[src/rtl/bnn_vote_accumulator_pkg.sv]
// Shared types and helpers for the BNN vote accumulator: class-vector
// geometry, the window FSM state type and saturating/one-hot helpers.
package bnn_pkg;

  // One vote bit per layer-2 neuron.
  localparam int NUM_CLASSES = 4;
  localparam int CLASS_W     = (NUM_CLASSES > 1) ? $clog2(NUM_CLASSES) : 1;

  // Working width of the saturating helper; callers zero-extend into it.
  localparam int SAT_W = 16;

  typedef enum logic [1:0] {
    IDLE   = 2'd0,
    ACCUM  = 2'd1,
    RESULT = 2'd2
  } vote_state_t;

  // Increment by one unless the value has already reached the limit.
  function automatic logic [SAT_W-1:0] sat_inc(input logic [SAT_W-1:0] value,
                                               input logic [SAT_W-1:0] limit);
    return (value >= limit) ? value : value + SAT_W'(1);
  endfunction

  // True when exactly one class bit is set.
  function automatic logic is_onehot(input logic [NUM_CLASSES-1:0] vec);
    return (vec != '0) && ((vec & (vec - NUM_CLASSES'(1))) == '0);
  endfunction

endpackage

[src/rtl/bnn_vote_accumulator_if.sv]
// Sample/result bus between the BNN core (master) and the vote
// accumulator (slave). rej_cnt exists only with BNN_VOTE_ONEHOT_EN.
interface bnn_vote_if
  import bnn_pkg::*;
#(
  parameter int CNT_W = 5
) ();

  logic                   ena;
  logic                   clear;
  logic                   in_valid;
  logic [NUM_CLASSES-1:0] in_vec;
  logic                   in_ready;
  logic                   out_valid;
  logic [CLASS_W-1:0]     out_class;
  logic [CNT_W-1:0]       out_count;
  logic                   out_tie;
  logic                   busy;
`ifdef BNN_VOTE_ONEHOT_EN
  logic [CNT_W-1:0]       rej_cnt;
`endif

  modport master (
    output ena, clear, in_valid, in_vec,
`ifdef BNN_VOTE_ONEHOT_EN
    input  rej_cnt,
`endif
    input  in_ready, out_valid, out_class, out_count, out_tie, busy
  );

  modport slave (
    input  ena, clear, in_valid, in_vec,
`ifdef BNN_VOTE_ONEHOT_EN
    output rej_cnt,
`endif
    output in_ready, out_valid, out_class, out_count, out_tie, busy
  );

endinterface

[src/rtl/bnn_vote_accumulator_argmax.sv]
// Combinational argmax over the per-class vote counters. Lowest index wins
// a tie; tie is raised when two or more counters equal the maximum.
module bnn_argmax
  import bnn_pkg::*;
#(
  parameter int N     = NUM_CLASSES,
  parameter int W     = 5,
  parameter int IDX_W = (N > 1) ? $clog2(N) : 1
) (
  input  logic [N-1:0][W-1:0] cnt,
  output logic [IDX_W-1:0]    idx,
  output logic [W-1:0]        max_val,
  output logic                tie
);

  logic [IDX_W:0] hits;

  // Comparator chain: strictly-greater keeps the earliest maximum.
  always_comb begin
    // NOTE: every output gets a default before the loops, so no path can leave one unassigned and infer a latch.
    idx     = '0;
    max_val = cnt[0];
    hits    = '0;
    for (int i = 1; i < N; i++) begin
      if (cnt[i] > max_val) begin
        max_val = cnt[i];
        idx     = IDX_W'(i);
      end
    end
    for (int i = 0; i < N; i++) begin
      if (cnt[i] == max_val) hits = hits + (IDX_W + 1)'(1);
    end
    tie = (hits >= (IDX_W + 1)'(2));
  end

endmodule

[src/rtl/bnn_vote_accumulator.sv]
// BNN vote accumulator: counts per-class votes over WINDOW accepted samples
// and emits argmax / max count / tie once per window.
// Optional macro BNN_VOTE_ONEHOT_EN: only one-hot samples vote; other
// accepted samples are counted in rej_cnt instead.
module bnn_vote_accumulator
  import bnn_pkg::*;
#(
  parameter int CNT_W  = 5,
  parameter int WINDOW = 16
) (
  input logic      clk,
  input logic      reset,
  bnn_vote_if.slave bus
);

  localparam logic [SAT_W-1:0] CNT_MAX  = SAT_W'((1 << CNT_W) - 1);
  localparam logic [CNT_W-1:0] LAST_IDX = CNT_W'(WINDOW - 1);

  vote_state_t                        state;
  logic [NUM_CLASSES-1:0][CNT_W-1:0]  cnt;
  logic [CNT_W-1:0]                   sample_cnt;
  logic                               accept;
  logic                               vote_ok;

  logic                               out_valid_q;
  logic [CLASS_W-1:0]                 out_class_q;
  logic [CNT_W-1:0]                   out_count_q;
  logic                               out_tie_q;

  logic [CLASS_W-1:0]                 win_idx;
  logic [CNT_W-1:0]                   win_max;
  logic                               win_tie;

  // Upstream may only hand over a sample outside the single RESULT cycle.
  assign bus.in_ready = (state != RESULT);
  assign bus.busy     = (state != IDLE);
  assign accept       = bus.ena & bus.in_valid & bus.in_ready & ~bus.clear;

  assign bus.out_valid = out_valid_q;
  assign bus.out_class = out_class_q;
  assign bus.out_count = out_count_q;
  assign bus.out_tie   = out_tie_q;

`ifdef BNN_VOTE_ONEHOT_EN
  logic [CNT_W-1:0] rej_acc;
  logic [CNT_W-1:0] rej_q;

  assign vote_ok     = is_onehot(bus.in_vec);
  assign bus.rej_cnt = rej_q;

  // Rejected-sample counter, cleared and published with the vote counters.
  always_ff @(posedge clk) begin
    if (reset) begin
      rej_acc <= '0;
      rej_q   <= '0;
    end else if (bus.clear) begin
      rej_acc <= '0;
    end else if (state == RESULT) begin
      rej_q   <= rej_acc;
      rej_acc <= '0;
    end else if (accept && !vote_ok) begin
      rej_acc <= CNT_W'(sat_inc(SAT_W'(rej_acc), CNT_MAX));
    end
  end
`else
  assign vote_ok = 1'b1;
`endif

  bnn_argmax #(
    .N (NUM_CLASSES),
    .W (CNT_W)
  ) u_argmax (
    .cnt     (cnt),
    .idx     (win_idx),
    .max_val (win_max),
    .tie     (win_tie)
  );

  // Window FSM with vote counters and registered result outputs.
  always_ff @(posedge clk) begin
    // NOTE: non-blocking assignments throughout, so every branch reads the pre-edge value of state and counters.
    if (reset) begin
      state       <= IDLE;
      cnt         <= '0;
      sample_cnt  <= '0;
      out_valid_q <= 1'b0;
      out_class_q <= '0;
      out_count_q <= '0;
      out_tie_q   <= 1'b0;
    end else if (bus.clear) begin
      // Flush: a pending result is dropped, published outputs stay put.
      state       <= IDLE;
      cnt         <= '0;
      sample_cnt  <= '0;
      out_valid_q <= 1'b0;
    end else begin
      out_valid_q <= 1'b0;
      case (state)
        IDLE, ACCUM: begin
          if (accept) begin
            for (int i = 0; i < NUM_CLASSES; i++) begin
              if (vote_ok && bus.in_vec[i])
                cnt[i] <= CNT_W'(sat_inc(SAT_W'(cnt[i]), CNT_MAX));
            end
            sample_cnt <= sample_cnt + CNT_W'(1);
            state      <= (sample_cnt == LAST_IDX) ? RESULT : ACCUM;
          end
        end
        RESULT: begin
          // Completes regardless of ena.
          out_class_q <= win_idx;
          out_count_q <= win_max;
          out_tie_q   <= win_tie;
          out_valid_q <= 1'b1;
          cnt         <= '0;
          sample_cnt  <= '0;
          state       <= IDLE;
        end
        default: state <= IDLE;
      endcase
    end
  end

endmodule

[src/flat_wrapper.sv]
// flat-port wrapper written by rule: the top's interface ports become plain ports
module bnn_vote_accumulator_flat import bnn_pkg::*;
#(
  parameter int CNT_W  = 5,
  parameter int WINDOW = 16
)
  (clk, reset, bus_ena, bus_clear, bus_in_valid, bus_in_vec, bus_in_ready, bus_out_valid, bus_out_class, bus_out_count, bus_out_tie, bus_busy);
  bnn_vote_if #(.CNT_W(CNT_W)) bus_i ();
  input logic clk;
  input logic reset;
  input wire logic [$bits(bus_i.ena)-1:0] bus_ena;
  input wire logic [$bits(bus_i.clear)-1:0] bus_clear;
  input wire logic [$bits(bus_i.in_valid)-1:0] bus_in_valid;
  input wire logic [$bits(bus_i.in_vec)-1:0] bus_in_vec;
  output wire logic [$bits(bus_i.in_ready)-1:0] bus_in_ready;
  output wire logic [$bits(bus_i.out_valid)-1:0] bus_out_valid;
  output wire logic [$bits(bus_i.out_class)-1:0] bus_out_class;
  output wire logic [$bits(bus_i.out_count)-1:0] bus_out_count;
  output wire logic [$bits(bus_i.out_tie)-1:0] bus_out_tie;
  output wire logic [$bits(bus_i.busy)-1:0] bus_busy;
  assign bus_i.ena = bus_ena;
  assign bus_i.clear = bus_clear;
  assign bus_i.in_valid = bus_in_valid;
  assign bus_i.in_vec = bus_in_vec;
  assign bus_in_ready = bus_i.in_ready;
  assign bus_out_valid = bus_i.out_valid;
  assign bus_out_class = bus_i.out_class;
  assign bus_out_count = bus_i.out_count;
  assign bus_out_tie = bus_i.out_tie;
  assign bus_busy = bus_i.busy;
  bnn_vote_accumulator #(.CNT_W(CNT_W), .WINDOW(WINDOW)) u_core (.clk(clk), .reset(reset), .bus(bus_i));
endmodule
[config.mk]
export PLATFORM = sky130hd
export DESIGN_NAME = bnn_vote_accumulator_flat
export DESIGN_NICKNAME = d
export VERILOG_FILES = /design/src/rtl/bnn_vote_accumulator_pkg.sv /design/src/rtl/bnn_vote_accumulator_if.sv /design/src/rtl/bnn_vote_accumulator_argmax.sv /design/src/rtl/bnn_vote_accumulator.sv /design/src/flat_wrapper.sv
export SDC_FILE = /design/constraint.sdc
export NUM_CORES = 1
export LEC_CHECK = 0
export BUFFER_PORTS_ARGS = -buffer_cell sky130_fd_sc_hd__buf_4
export CAP_MARGIN = 20
export CORE_MARGIN = 4
export CORE_UTILIZATION = 45
export CTS_BUF_LIST = sky130_fd_sc_hd__clkbuf_8 sky130_fd_sc_hd__clkbuf_16
export CTS_CLUSTER_DIAMETER = 60
export DETAILED_ROUTE_END_ITERATION = 6
export HOLD_SLACK_MARGIN = 0.06
export SLEW_MARGIN = 30
export SYNTH_ARGS = -nofsm -noshare
export SYNTH_HDL_FRONTEND = slang
export SYNTH_SLANG_ARGS = --single-unit
[constraint.sdc]
create_clock -name clk -period 7.4 [get_ports clk]
set_input_delay 2.22 -clock clk [delete_from_list [all_inputs] [get_ports clk]]
set_output_delay 2.22 -clock clk [all_outputs]
set_load 0.02 [all_outputs]
Word-level counts from Yosys, hierarchy flattened. Cells that the tools add are included.

Add/sub/neg operators: 8. Magnitude comparators: 8. Eq/ne operators: 17. Muxes and demuxes: 24. Bitwise operators: 5. Reductions and logical operators: 12.

Operators by type and width (number): $mux W5 (12); $pmux W20 S2 (1); $add A5 B1 Y5 const B (5); $eq A5 B5 Y1 (4); $ge A5 B5 Y1 const B (4); $mux W20 (1); $ne A2 B2 Y1 const B (9); $reduce_and A4 Y1 (4); $gt A5 B5 Y1 (3); $pmux W5 S2 (1); $add A3 B1 Y3 const B (3); $mux W3 (3); $mux W2 (3); $eq A5 B4 Y1 const B (1); $reduce_and A2 Y1 (2); $reduce_bool A2 Y1 (2); $reduce_or A2 Y1 (2); $and A1 B1 Y1 (3); $ge A3 B2 Y1 const B (1); $mux W1 (3); $reduce_or A3 Y1 (1); $eq A2 B1 Y1 const B (1); $eq A2 B2 Y1 const B (1); $logic_not A2 Y1 (1); other kinds (2) (3).

Flip-flop bits (word level): 36. Bits of input ports: 9. Output and inout bits: 11. Word-level logic and storage cells: 84.

Depth between registers and ports, before layout.
Depth after elaboration: 15. Gate-level depth with buffers: 32. Gate-level depth less buffers: 29.

By module. From an unflattened synthesis, not the netlist that was laid out.

Cells, all modules: 343. Area total of the unflattened synthesis: 2931.6 µm².

By module, submodules not included: bnn_vote_accumulator (instances 1, cells each 204, area each 1870.5 µm², seq. area each 720.7 µm²); bnn_argmax (instances 1, cells each 139, area each 1061.0 µm², seq. area each 0.0 µm²).

Worst setup path after synthesis. OpenSTA, ideal clock, no wires.

Path type: flip-flop to flip-flop. Start: register u_core.cnt[3] in the netlist's numbering. End: register u_core.out_tie_q (netlist: u_core.bus.out_tie). Setup time: 116 ps. Data arrival time: 5966 ps. Data required time: 7284 ps. Slack: 1318 ps. Cell stages (with the launch flop): 31. Buffers on the path: 2. Clock period less this slack: 6082 ps. Path through: dfxtp_1 -> inv_1 -> ha_1 -> buf_4 -> nand3_1 -> and2_1 -> a21oi_1 -> mux2_4 -> inv_1 -> ha_1 -> o21a_2 -> o31ai_4 -> a21oi_4 -> buf_6 -> mux2i_2 -> inv_1 -> ha_1 -> nor2b_1 -> o21ai_1 -> nand2_1 -> nand2_1 -> mux2i_4 -> xor2_1 -> nand2_1 -> or4_1 -> ha_1 -> o21ai_0 -> ha_1 -> nor2_1 -> o211ai_2 -> o211a_1.

Cells in the longest elaborated chain, start to end: 15. Elaborated cells between the ends (all ways): 18. Classes of those cells: 3 x add/sub; 4 x order compare; 4 x eq/ne; 7 x mux.

RTL lines: start, declared (RTL line bnn_vote_accumulator.sv:20) `logic [NUM_CLASSES-1:0][CNT_W-1:0] cnt;`; start signal, assigned by index (RTL line bnn_vote_accumulator.sv:103) `cnt[i] <= CNT_W'(sat_inc(SAT_W'(cnt[i]), CNT_MAX));`; $gt A5 B5 Y1 (RTL line bnn_vote_accumulator_argmax.sv:25) `if (cnt[i] > max_val) begin`; $mux W5 (RTL line bnn_vote_accumulator_argmax.sv:25); $gt A5 B5 Y1 (RTL line bnn_vote_accumulator_argmax.sv:25); $mux W5 (RTL line bnn_vote_accumulator_argmax.sv:25); $gt A5 B5 Y1 (RTL line bnn_vote_accumulator_argmax.sv:25); $mux W5 (RTL line bnn_vote_accumulator_argmax.sv:25); $eq A5 B5 Y1 (RTL line bnn_vote_accumulator_argmax.sv:31) `if (cnt[i] == max_val) hits = hits + (IDX_W + 1)'(1);`; $mux W1 (RTL line bnn_vote_accumulator_argmax.sv:31); $add A3 B1 Y3 (RTL line bnn_vote_accumulator_argmax.sv:31); $mux W3 (RTL line bnn_vote_accumulator_argmax.sv:31); $add A3 B1 Y3 (RTL line bnn_vote_accumulator_argmax.sv:31); $mux W3 (RTL line bnn_vote_accumulator_argmax.sv:31); $add A3 B1 Y3 (RTL line bnn_vote_accumulator_argmax.sv:31); $mux W3 (*) (RTL line bnn_vote_accumulator_argmax.sv:31); $ge A3 B2 Y1 (*) (RTL line bnn_vote_accumulator_argmax.sv:33) `tie = (hits >= (IDX_W + 1)'(2));`; end signal, assigned (RTL line bnn_vote_accumulator.sv:113) `out_tie_q <= win_tie;`; end, declared (RTL line bnn_vote_accumulator.sv:28) `logic out_tie_q;`.

Every way passes the cells marked *; elsewhere a longest branch is shown, timed or not. A chain may end at the register's enable or synchronous reset.

Worst setup path in the final report.
Start: register u_core.cnt[4] in the netlist's numbering. End: register u_core.out_tie_q (netlist: u_core.bus.out_tie).

The elaborated chain is that of the path after synthesis.

==> results.md <==
* Status: finished clean
* Top post-synthesis cells by area: dfxtp_1, ha_1, xnor2_1
* Slowest CP cell: ha_1
* Number of global-route vias before repair at about 2400
* DIE HEIGHT at around 90 um
* Initial drt markers at 189
* Crit path top cell by count: ha_1
* Final worst slack at 0.4120 ns
* Syn Nets at 412
* Vias per inst at 5.687
* Synth warn at 0
* Pre-CTS setup slack at 0.4383 ns
* Mean Syn Cell Area at around 8 um2
* Final hold violation count at 0
* I/O pin total at 20
* Clock latency on the worst-skew pair at 0.29 ns
* Distinct cells, synth at 65
* Util after Layout at 50.77%
* HPWL after DPL at 5385 um
* CTS tree: yes
* RSZ-0062 raised after global routing: no
* Total CTS buffers at 5
* Num rows at 29
* Hold-fix buffers, CTS at 0
* Arrival time worst endpoint at 7.17 ns
* Final #Nets at 425
* WP data required at 7.59 ns
* Period utilisation layout at ~94%
* Simple-gate share of the synthesized area at approximately a quarter
* Top cell type's share of synthesized area at between 20% and 30%
* Yosys top cell by area: dfxtp_1
* Cells after synthesis at 375
* Yosys reg bits at 36
* CTS Buffer Depth at 2
* Pre-Repair DR Iteration Count at 4
* Setup TNS at 0 ns
* Worst path max stage delay at 0.55 ns
* Num Clock Sinks at 36
* Worst VDD drop at 70.47 uV
* Drt total wl at 6908 um
* Routed len/inst at ~15 um
* Mux contribution to synthesized area at around 4.6%
* Crit path time final at 6.988 ns
* Slew @ Worst Pin at ~0.91 ns
* Synthesized area at 2999 um2
* Adder-cell share of the synthesized area at 11.68%
* Die area at 8034 um2
* DRC Markers at 0
* Multi-input gate area at 2150 um2
* Xor/xnor share of the synthesized area at under 10%
* Final setup vio count at 0
* First-pass GRT wire length at 11390 um
* Max Freq at 143.1 MHz
* H-tree depth at 2
* Pin count of the biggest net entering global routing at 21
* Antenna Nets Post-Route at 0
* Post-synth top cells: nor2_1, dfxtp_1, nand2_1, ha_1, a21oi_1
* Reg clk slew, reported paths at 0.08 ns
* GRT Resource Usage Total at 18.21%
* Crit end category: flop
* Post-synthesis compound-gate area fraction at between 20 and 25%
* Max-Cap Viols at 0
* Most frequent cell after synthesis: nor2_1
* Layout area overhead at 8.719%
* Total gr overflow at 0
* Fillers at 648
* Placed inst area at 3169 um2
* Routability-driven placement congestion ratio at 0.9202
* FF/Latch Area at about 720 um2
* Final slew viol count at 0
* PwrDens at 116.6 nW/um2
* Hold/Removal Path Class: flop to flop
* Antenna violations before repair at 0
* Primary FF master, synth: dfxtp_1
* EDFF count, synth at 0
* Chip width at 89.64 um
* Port bufs at 19
* Largest family of logic cells by synthesized area: simple AND/OR/NAND/NOR gates
* R2R Setup Slk at 0.41 ns
* Slew HR at 39.36%
* Core box area at 6422 um2
* CP Launch Type: flop
* N_diodes at 0
* Clk_skew at 0.002163 ns
* Post-synth ARST share at 0%
* Initial Util at 46.70%
* Post-Layout Inst Area at 3261 um2
* Register area share after synthesis at 24.03%
* Root Buffer: clkbuf_8
* Crit Path Max Fanout at 15
* CP Class: flop to flop
* Leakage at 1.332 nW
* Share of cells above drive strength 1 at 15.42%
* Total number of vias at 2650
==> final timing paths <==
check | endpoint | start | cells after the start
max | u_core.bus.out_tie | u_core.cnt[4] | 27
min | u_core.sample_cnt[3] | u_core.sample_cnt[3] | 1
max reg2reg | u_core.bus.out_tie | u_core.cnt[4] | 27
min reg2reg | u_core.sample_cnt[3] | u_core.sample_cnt[3] | 1
==> layer usage <==
layer,vias up,share of wire [%],global-route usage (%)
met1,1216,51,25.86
met3,8,4.5,2.828
met5,-,0,0
li1,1364,-,-
met2,62,44,28.86
met4,0,0.85,4.465
==> cells by family (layout without fill, tap and decap cells) <==
family                     Yosys count  count (layout)
and+or+nand+nor                    153             153
AOI/OAI and AO/OA                   91              91
DFF                                 36              36
buffers and inverters               30              44
adders and majority gates           28              28
xor gates and xnor gates            28              28
muxes                                9               9
==> layout by cell type (no fill, tap or decap), types with 7 or more instances in the layout <==
cell type | synthesis | final
nor2_1 | 46 | 46
xor2_1 | 7 | 7
ha_1 | 28 | 28
buf_4 | 1 | 19
dfxtp_1 | 36 | 36
nand2_1 | 36 | 36
nor3_1 | 8 | 8
and3_1 | 12 | 12
nand3_1 | 19 | 19
a211oi_1 | 7 | 7
xnor2_1 | 21 | 21
inv_1 | 17 | 17
a21oi_1 | 27 | 27
==> sequential cells by signal, indices dropped and copies added, names as in the netlist <==
register              cells
u_core.bus.out_valid      1
u_core.bus.out_tie        1
u_core.bus.out_count      5
u_core.state              2
u_core.cnt               20
u_core.bus.out_class      2
u_core.sample_cnt         5
==> where the power goes <==
part | switching (mW) | internal [mW]
Clock | 0.0777 | 0.0657
Combinational | 0.0239 | 0.0177
Sequential | 0.00103 | 0.194
==> timing repair <==
| action | in CTS | in global routing |
|---|---|---|
| hold endpoints to repair | 0 | 0 |
| buffers inserted | 0 | 0 |
| setup endpoints to repair | 0 | 1 |
| gates resized for setup | 0 | 1 |
==> final cells by class <==
class	count	share of cell area, %
Sequential cell	36	22.10
Clock buffer	5	2.111
Multi-Input combinational cell	309	65.92
Timing Repair Buffer	19	4.375
Inverter	17	1.957
Tap cell	77	2.955
Clock inverter	3	0.5756
==> metrics by stage <==
stage | power [mW] | hold WS, ns | cells
floorplan | 0.2313 | 0.4141 | 375
global placement | 0.2409 | 0.4332 | 458
detailed placement | 0.2413 | 0.4332 | 458
CTS | 0.3859 | 0.4440 | 466
global route | 0.4016 | 0.4797 | 466
finish | 0.3801 | 0.4485 | 466
==> worst max-delay path: cells and delay by family (launching register included) <==
kind | cells | cell delay [ns]
buffers and inverters | 2 | 0.20
AOI/OAI and AO/OA | 9 | 1.86
muxes | 3 | 1.15
and+or+nand+nor | 7 | 1.54
DFF | 1 | 0.44
adders and majority gates | 5 | 1.54
xor gates and xnor gates | 1 | 0.17
Power figures use the tool's default switching activity.
